## src/rtl/axi4_burst_addr_gen.sv

```systemverilog
// AXI4 burst expander: validates one AW/AR-style command, then walks it beat by beat,
// producing address, index, byte-lane strobe and last flag for each data beat.
module axi4_burst_addr_gen #(
  parameter int ADDR_W    = 64,
  parameter int DATA_W    = 64,
  parameter bit CHECK_4KB = 1'b1
) (
  input  logic                aclk,
  input  logic                aresetn,
  input  logic                cmd_valid,
  output logic                cmd_ready,
  input  logic [ADDR_W-1:0]   cmd_addr,
  input  logic [7:0]          cmd_len,
  input  logic [2:0]          cmd_size,
  input  logic [1:0]          cmd_burst,
  output logic                beat_valid,
  input  logic                beat_ready,
  output logic [ADDR_W-1:0]   beat_addr,
  output logic [7:0]          beat_idx,
  output logic [DATA_W/8-1:0] beat_strb,
  output logic                beat_last,
  output logic                err_valid,
  output logic [2:0]          err_code
);

  localparam int BPB      = DATA_W / 8;
  localparam int OFF_W    = (BPB > 1) ? $clog2(BPB) : 1;
  localparam int SIZE_MAX = (BPB > 1) ? $clog2(BPB) : 0;

  localparam logic [1:0] BURST_FIXED = 2'b00;
  localparam logic [1:0] BURST_INCR  = 2'b01;
  localparam logic [1:0] BURST_WRAP  = 2'b10;
  localparam logic [1:0] BURST_RSVD  = 2'b11;

  typedef enum logic {ST_IDLE, ST_BURST} state_t;

  state_t            state_q, state_d;
  logic              ready_en_q;
  logic [ADDR_W-1:0] start_q, start_d;
  logic [7:0]        len_q, len_d;
  logic [2:0]        size_q, size_d;
  logic [1:0]        burst_q, burst_d;
  logic [7:0]        idx_q, idx_d;
  logic [ADDR_W-1:0] addr_q, addr_d;
  logic              err_valid_q, err_valid_d;
  logic [2:0]        err_code_q, err_code_d;
  logic [2:0]        cmd_err;
  logic              cmd_fire;

  // Address of beat n (n >= 1) of a burst; beat 0 is always the start address.
  // WRAP containers are powers of two because only legal lengths reach here.
  function automatic logic [ADDR_W-1:0] beat_address(
    input logic [ADDR_W-1:0] start,
    input logic [7:0]        len,
    input logic [2:0]        size,
    input logic [1:0]        burst,
    input logic [7:0]        n
  );
    logic [ADDR_W-1:0] b_mask;
    logic [ADDR_W-1:0] c_mask;
    logic [ADDR_W-1:0] step;
    logic [ADDR_W-1:0] result;
    b_mask = (ADDR_W'(1) << size) - ADDR_W'(1);
    c_mask = ((ADDR_W'(len) + ADDR_W'(1)) << size) - ADDR_W'(1);
    step   = ADDR_W'(n) << size;
    case (burst)
      BURST_FIXED: result = start;
      BURST_WRAP:  result = (start & ~c_mask) | ((start + step) & c_mask);
      default:     result = (start & ~b_mask) + step;
    endcase
    return result;
  endfunction

  // Legality of the offered command; 18 bits holds the worst-case 4KB span sum.
  always_comb begin
    logic [ADDR_W-1:0] b_mask;
    logic [17:0]       span;
    b_mask     = (ADDR_W'(1) << cmd_size) - ADDR_W'(1);
    span       = 18'(cmd_addr[11:0]) + ((18'(cmd_len) + 18'd1) << cmd_size)
               - 18'(cmd_addr & b_mask);
    cmd_err    = 3'b000;
    cmd_err[0] = (cmd_burst == BURST_WRAP) &&
                 (!(cmd_len inside {8'd1, 8'd3, 8'd7, 8'd15}) || ((cmd_addr & b_mask) != '0));
    cmd_err[1] = CHECK_4KB && (cmd_burst != BURST_FIXED) && (span > 18'd4096);
    cmd_err[2] = (cmd_size > 3'(SIZE_MAX)) || (cmd_burst == BURST_RSVD);
  end

  assign cmd_ready = ready_en_q && (state_q == ST_IDLE);
  assign cmd_fire  = cmd_valid && cmd_ready;

  always_comb begin
    state_d     = state_q;
    start_d     = start_q;
    len_d       = len_q;
    size_d      = size_q;
    burst_d     = burst_q;
    idx_d       = idx_q;
    addr_d      = addr_q;
    err_valid_d = 1'b0;
    err_code_d  = 3'b000;
    case (state_q)
      ST_IDLE: begin
        if (cmd_fire) begin
          if (cmd_err != 3'b000) begin
            err_valid_d = 1'b1;
            err_code_d  = cmd_err;
          end else begin
            state_d = ST_BURST;
            start_d = cmd_addr;
            len_d   = cmd_len;
            size_d  = cmd_size;
            burst_d = cmd_burst;
            idx_d   = 8'd0;
            addr_d  = cmd_addr;
          end
        end
      end
      ST_BURST: begin
        if (beat_ready) begin
          if (idx_q == len_q) begin
            state_d = ST_IDLE;
          end else begin
            idx_d  = idx_q + 8'd1;
            addr_d = beat_address(start_q, len_q, size_q, burst_q, idx_q + 8'd1);
          end
        end
      end
      default: state_d = ST_IDLE;
    endcase
  end

  // ready_en_q keeps cmd_ready low for exactly one cycle after reset release.
  always_ff @(posedge aclk or negedge aresetn) begin
    if (!aresetn) begin
      state_q     <= ST_IDLE;
      ready_en_q  <= 1'b0;
      start_q     <= '0;
      len_q       <= 8'd0;
      size_q      <= 3'd0;
      burst_q     <= 2'd0;
      idx_q       <= 8'd0;
      addr_q      <= '0;
      err_valid_q <= 1'b0;
      err_code_q  <= 3'b000;
    end else begin
      state_q     <= state_d;
      ready_en_q  <= 1'b1;
      start_q     <= start_d;
      len_q       <= len_d;
      size_q      <= size_d;
      burst_q     <= burst_d;
      idx_q       <= idx_d;
      addr_q      <= addr_d;
      err_valid_q <= err_valid_d;
      err_code_q  <= err_code_d;
    end
  end

  assign beat_valid = (state_q == ST_BURST);
  assign beat_addr  = beat_valid ? addr_q : '0;
  assign beat_idx   = beat_valid ? idx_q : 8'd0;
  assign beat_last  = beat_valid && (idx_q == len_q);
  assign err_valid  = err_valid_q;
  assign err_code   = err_code_q;

  // Lanes run from the byte address up to the end of the size-aligned transfer.
  always_comb begin
    logic [ADDR_W-1:0] b_mask;
    logic [ADDR_W-1:0] aligned;
    int                lo;
    int                hi;
    b_mask    = (ADDR_W'(1) << size_q) - ADDR_W'(1);
    aligned   = addr_q & ~b_mask;
    lo        = int'(addr_q[OFF_W-1:0]) & (BPB - 1);
    hi        = (int'(aligned[OFF_W-1:0]) & (BPB - 1)) + (1 << size_q) - 1;
    beat_strb = '0;
    for (int i = 0; i < BPB; i++) begin
      if (beat_valid && (i >= lo) && (i <= hi)) beat_strb[i] = 1'b1;
    end
  end

endmodule

```

## config.mk

```make
export PLATFORM = sky130hd
export DESIGN_NAME = axi4_burst_addr_gen
export DESIGN_NICKNAME = d
export VERILOG_FILES = /design/src/rtl/axi4_burst_addr_gen.sv
export SDC_FILE = /design/constraint.sdc
export NUM_CORES = 1
export LEC_CHECK = 0
export BUFFER_PORTS_ARGS = -buffer_cell sky130_fd_sc_hd__buf_2
export CAP_MARGIN = 25
export CORE_ASPECT_RATIO = 0.75
export CORE_MARGIN = 5
export CORE_UTILIZATION = 55
export DETAILED_ROUTE_END_ITERATION = 7
export HOLD_SLACK_MARGIN = 0.03
export PLACE_DENSITY = 0.75
export SYNTH_ARGS = -nofsm -noshare
export SYNTH_HDL_FRONTEND = slang
export SYNTH_SLANG_ARGS = --single-unit
```

## constraint.sdc

```tcl
create_clock -name aclk -period 9.7 [get_ports aclk]
set_clock_uncertainty 0.05 [all_clocks]
set_input_delay 2.425 -clock aclk [delete_from_list [all_inputs] [get_ports aclk]]
set_output_delay 2.425 -clock aclk [all_outputs]
set_load 0.02 [all_outputs]
```

==> results.ini <==
[global_routing]
grt_start_max_net_pins=93
global_route.overflow_total=0
grt_first_pass_wirelength_mm=89.6
grt_antenna_before_repair=5
grtUsageTotal_pct=35.8
number_of_global_route_vias_before_repair=15300

[route]
drc=0
ant_nets=0
postRouteWirelength_mm=58.6
viasPerCell=6.69
detailedRoute.firstIterationViolations=2280
post_drt_wl_per_cell_um=23.4
vias=16700
drt_pass1_iterations=5

[critical_path]
cp_data_arrival_time_ps=5590
worst_r2r_startpoint=size_q[2]$_DFFE_PN0P_
timing.critical_path.to_type=primary output
regToRegSetupSlack_ps=2880
cp_data_required_time_ps=7230
setup.worst_path.start_class=flip-flop
critical_path_class=reg2out
timing.critical_path.from=size_q[2]$_DFFE_PN0P_
critical_path_peak_fanout=40

[sta]
finalCritPeriodShare_pct=83.2
final-hold-violation-count=0
fmax_ghz=0.124
grt_setup_unrepaired=false
finalMaxSlewViolations=0
timing.slew.headroom_pct=26.6
timing.setup.tns_ps=0
timing_worst_slew_pin_value_ps=1100
post-route-min-period_ps=8070
finalSetupViolations=0

[clocking]
cts_max_level=4
cts_post_setup_buffers_inserted=0
clock-root-buffer=sky130_fd_sc_hd__clkbuf_16
clock_insertion_delay_at_the_later_pin_of_the_skew_report_ps=440
cts_buffers=17
postCtsResizedCells=0
post_cts_hold_buffer_count=0
max-clock-path-buffers=2
tritoncts=built
clock_sink_count=155
clk_transition_reported_paths_ps=70

[yosys]
synth_flop_cell=sky130_fd_sc_hd__dfrtp_1
synth-seq-cells=155
synth.area.top_cells=sky130_fd_sc_hd__dfrtp_1, sky130_fd_sc_hd__mux2_2, sky130_fd_sc_hd__ha_1, sky130_fd_sc_hd__nor2_1, sky130_fd_sc_hd__nand2_1
yosys_warnings=0
syn_avg_cell_area_um2=7.78
synthDominantAreaCellType=sky130_fd_sc_hd__dfrtp_1
syn_area_um2=15700
syn-instance-count=2012
async_reset_ff_share_pct=100
sequential_share_of_the_synthesized_area_pct=24.8
yosys.area.top_type_share_pct=24.8
count_of_flip_flops_with_a_built_in_enable_after_synthesis=0
ys_types=91

[placement]
place.gp.congestion=0.986
detailedPlacementHpwl_mm=44.6
post-place-cells=2465
portBuffers=167

[run]
max_cap_violations=0

[run_status]
status=completed

[power_and_ir_drop]
power_per_cell_area_nw_per_um2=315
vdd_drop_max_v=0.000184
static_leakage_nw=7.46

[floorplanning]
ios=168
core-area_um2=28100
fp-row-count=53
die_outline_height_um=156
die_footprint_um2=32000
die_w_um=205
floorplan.initialDensity_pct=55.8

[final_layout]
finalNonFillerCells=2498
final_common_cell=sky130_fd_sc_hd__nor2_1
nNetsFinal=2271
utilization_pct=61.4
final_layout_size_suffix_gt1_share_pct=16.9
filler_cell_count=2574
layout.cells.most_common_list=sky130_fd_sc_hd__nor2_1, sky130_fd_sc_hd__nand2_1, sky130_fd_sc_hd__buf_2, sky130_fd_sc_hd__dfrtp_1, sky130_fd_sc_hd__a21oi_1
area.growth.synth_to_final_pct=10.1
antenna-diode-count=0

[hold_path]
timing.hold.worst.start=addr_q[50]$_DFFE_PN0P_
holdCritPathClass=reg2reg

[Yosys cell counts, types with 18 or more instances]
cell type,n
sky130_fd_sc_hd__nand2b_1,30
sky130_fd_sc_hd__o21a_1,18
sky130_fd_sc_hd__mux2i_1,33
sky130_fd_sc_hd__dfrtp_1,155
sky130_fd_sc_hd__nor4_1,24
sky130_fd_sc_hd__and3_1,31
sky130_fd_sc_hd__a21o_1,25
sky130_fd_sc_hd__nand2_1,185
sky130_fd_sc_hd__nor2_1,201
sky130_fd_sc_hd__a21oi_1,133
sky130_fd_sc_hd__nor2b_1,26
sky130_fd_sc_hd__nand3_1,76
sky130_fd_sc_hd__nand4_1,43
sky130_fd_sc_hd__o211ai_1,23
sky130_fd_sc_hd__a31oi_1,47
sky130_fd_sc_hd__mux2_2,99
sky130_fd_sc_hd__xor2_1,28
sky130_fd_sc_hd__nor3_1,47
sky130_fd_sc_hd__ha_1,86
sky130_fd_sc_hd__and2_1,91
sky130_fd_sc_hd__o21ai_0,119
sky130_fd_sc_hd__inv_1,60
sky130_fd_sc_hd__xnor2_1,35
sky130_fd_sc_hd__clkbuf_1,93
[sequential cells by signal (all words and copies together), names as in the netlist]
register,count
idx_q,8
addr_q,64
len_q,8
beat_valid,1
err_code,3
burst_q,2
size_q,3
err_valid,1
ready_en_q,1
start_q,64
[final cells by class]
type                            count  area, um2  share of cell area (%)
Clock buffer                       18        439                    2.55
Timing Repair Buffer              189       1010                    5.84
Sequential cell                   155       3880                    22.5
Tap cell                          385        482                    2.79
Multi-Input combinational cell   1674      11100                    64.1
Clock inverter                     14        131                   0.762
Inverter                           63        236                    1.37
[worst max-delay path: stages (launching register included)]
cell and delay (ps):
sky130_fd_sc_hd__dfrtp_1 360, sky130_fd_sc_hd__buf_4 260, sky130_fd_sc_hd__nor2_1 640, sky130_fd_sc_hd__nand2_1 320
sky130_fd_sc_hd__ha_1 410, sky130_fd_sc_hd__nand2b_1 210, sky130_fd_sc_hd__o31a_1 150, sky130_fd_sc_hd__ha_1 310
sky130_fd_sc_hd__a21o_1 160, sky130_fd_sc_hd__a21oi_1 340, sky130_fd_sc_hd__o21bai_1 110, sky130_fd_sc_hd__a21oi_1 230
sky130_fd_sc_hd__o21bai_1 80, sky130_fd_sc_hd__a21oi_1 210, sky130_fd_sc_hd__ha_1 150, sky130_fd_sc_hd__nand4b_1 90
sky130_fd_sc_hd__nor2_1 100, sky130_fd_sc_hd__nand4_1 90, sky130_fd_sc_hd__a21oi_1 280, sky130_fd_sc_hd__nor2b_1 310
sky130_fd_sc_hd__a221oi_1 120, sky130_fd_sc_hd__buf_2 190
[kinds of logic after synthesis]
logic type,after synthesis,share of synthesized area (%)
buf+inv,184,4.70
mux,133,9.33
xor+xnor,63,3.52
other cells,1,0.0240
compound gates,553,23.3
fa+ha+maj,91,7.45
simple gates,832,26.9
flops,155,24.8
[path summary, 6_finish.rpt]
check | to | cells past startpoint
max in group asynchronous | addr_q[16]$_DFFE_PN0P_ | 2
min reg2reg | addr_q[50]$_DFFE_PN0P_ | 1
max reg2reg | addr_q[57]$_DFFE_PN0P_ | 20
min in group asynchronous | addr_q[58]$_DFFE_PN0P_ | 1
max | beat_strb[2] | 21
min | addr_q[50]$_DFFE_PN0P_ | 1
[per-stage QoR]
| stage | cell area [um2] | worst slack (ps) | hold slack (ps) | power (mW) |
|---|---|---|---|---|
| 6_report | 17200 | 1630 | 449 | 5.42 |
| 5_1_grt | 17200 | 1220 | 473 | 5.78 |
| 4_1_cts | 17200 | 1780 | 455 | 5.32 |
| 3_5_place_dp | 16700 | 1350 | 437 | 4.63 |
| 3_3_place_gp | 16700 | 1610 | 432 | 4.55 |
| 2_1_floorplan | 15700 | 2330 | 423 | 3.64 |
[routing by layer]
metal  track usage (%)  vias to the layer above  part of all wire [%]
li1                  -                     7593                     -
met1              54.5                     8006                    45
met2              48.8                     1029                    39
met3              12.3                       83                    13
met4              7.40                        6                   1.6
met5                 0                        -                 0.060
[power by group]
part | switching [mW] | internal, mW
sequential | 0.400 | 0.923
clock | 0.327 | 0.346
combinational | 2.14 | 1.29
total | 2.87 | 2.56
No activity file was read; power rests on OpenSTA's default activity.
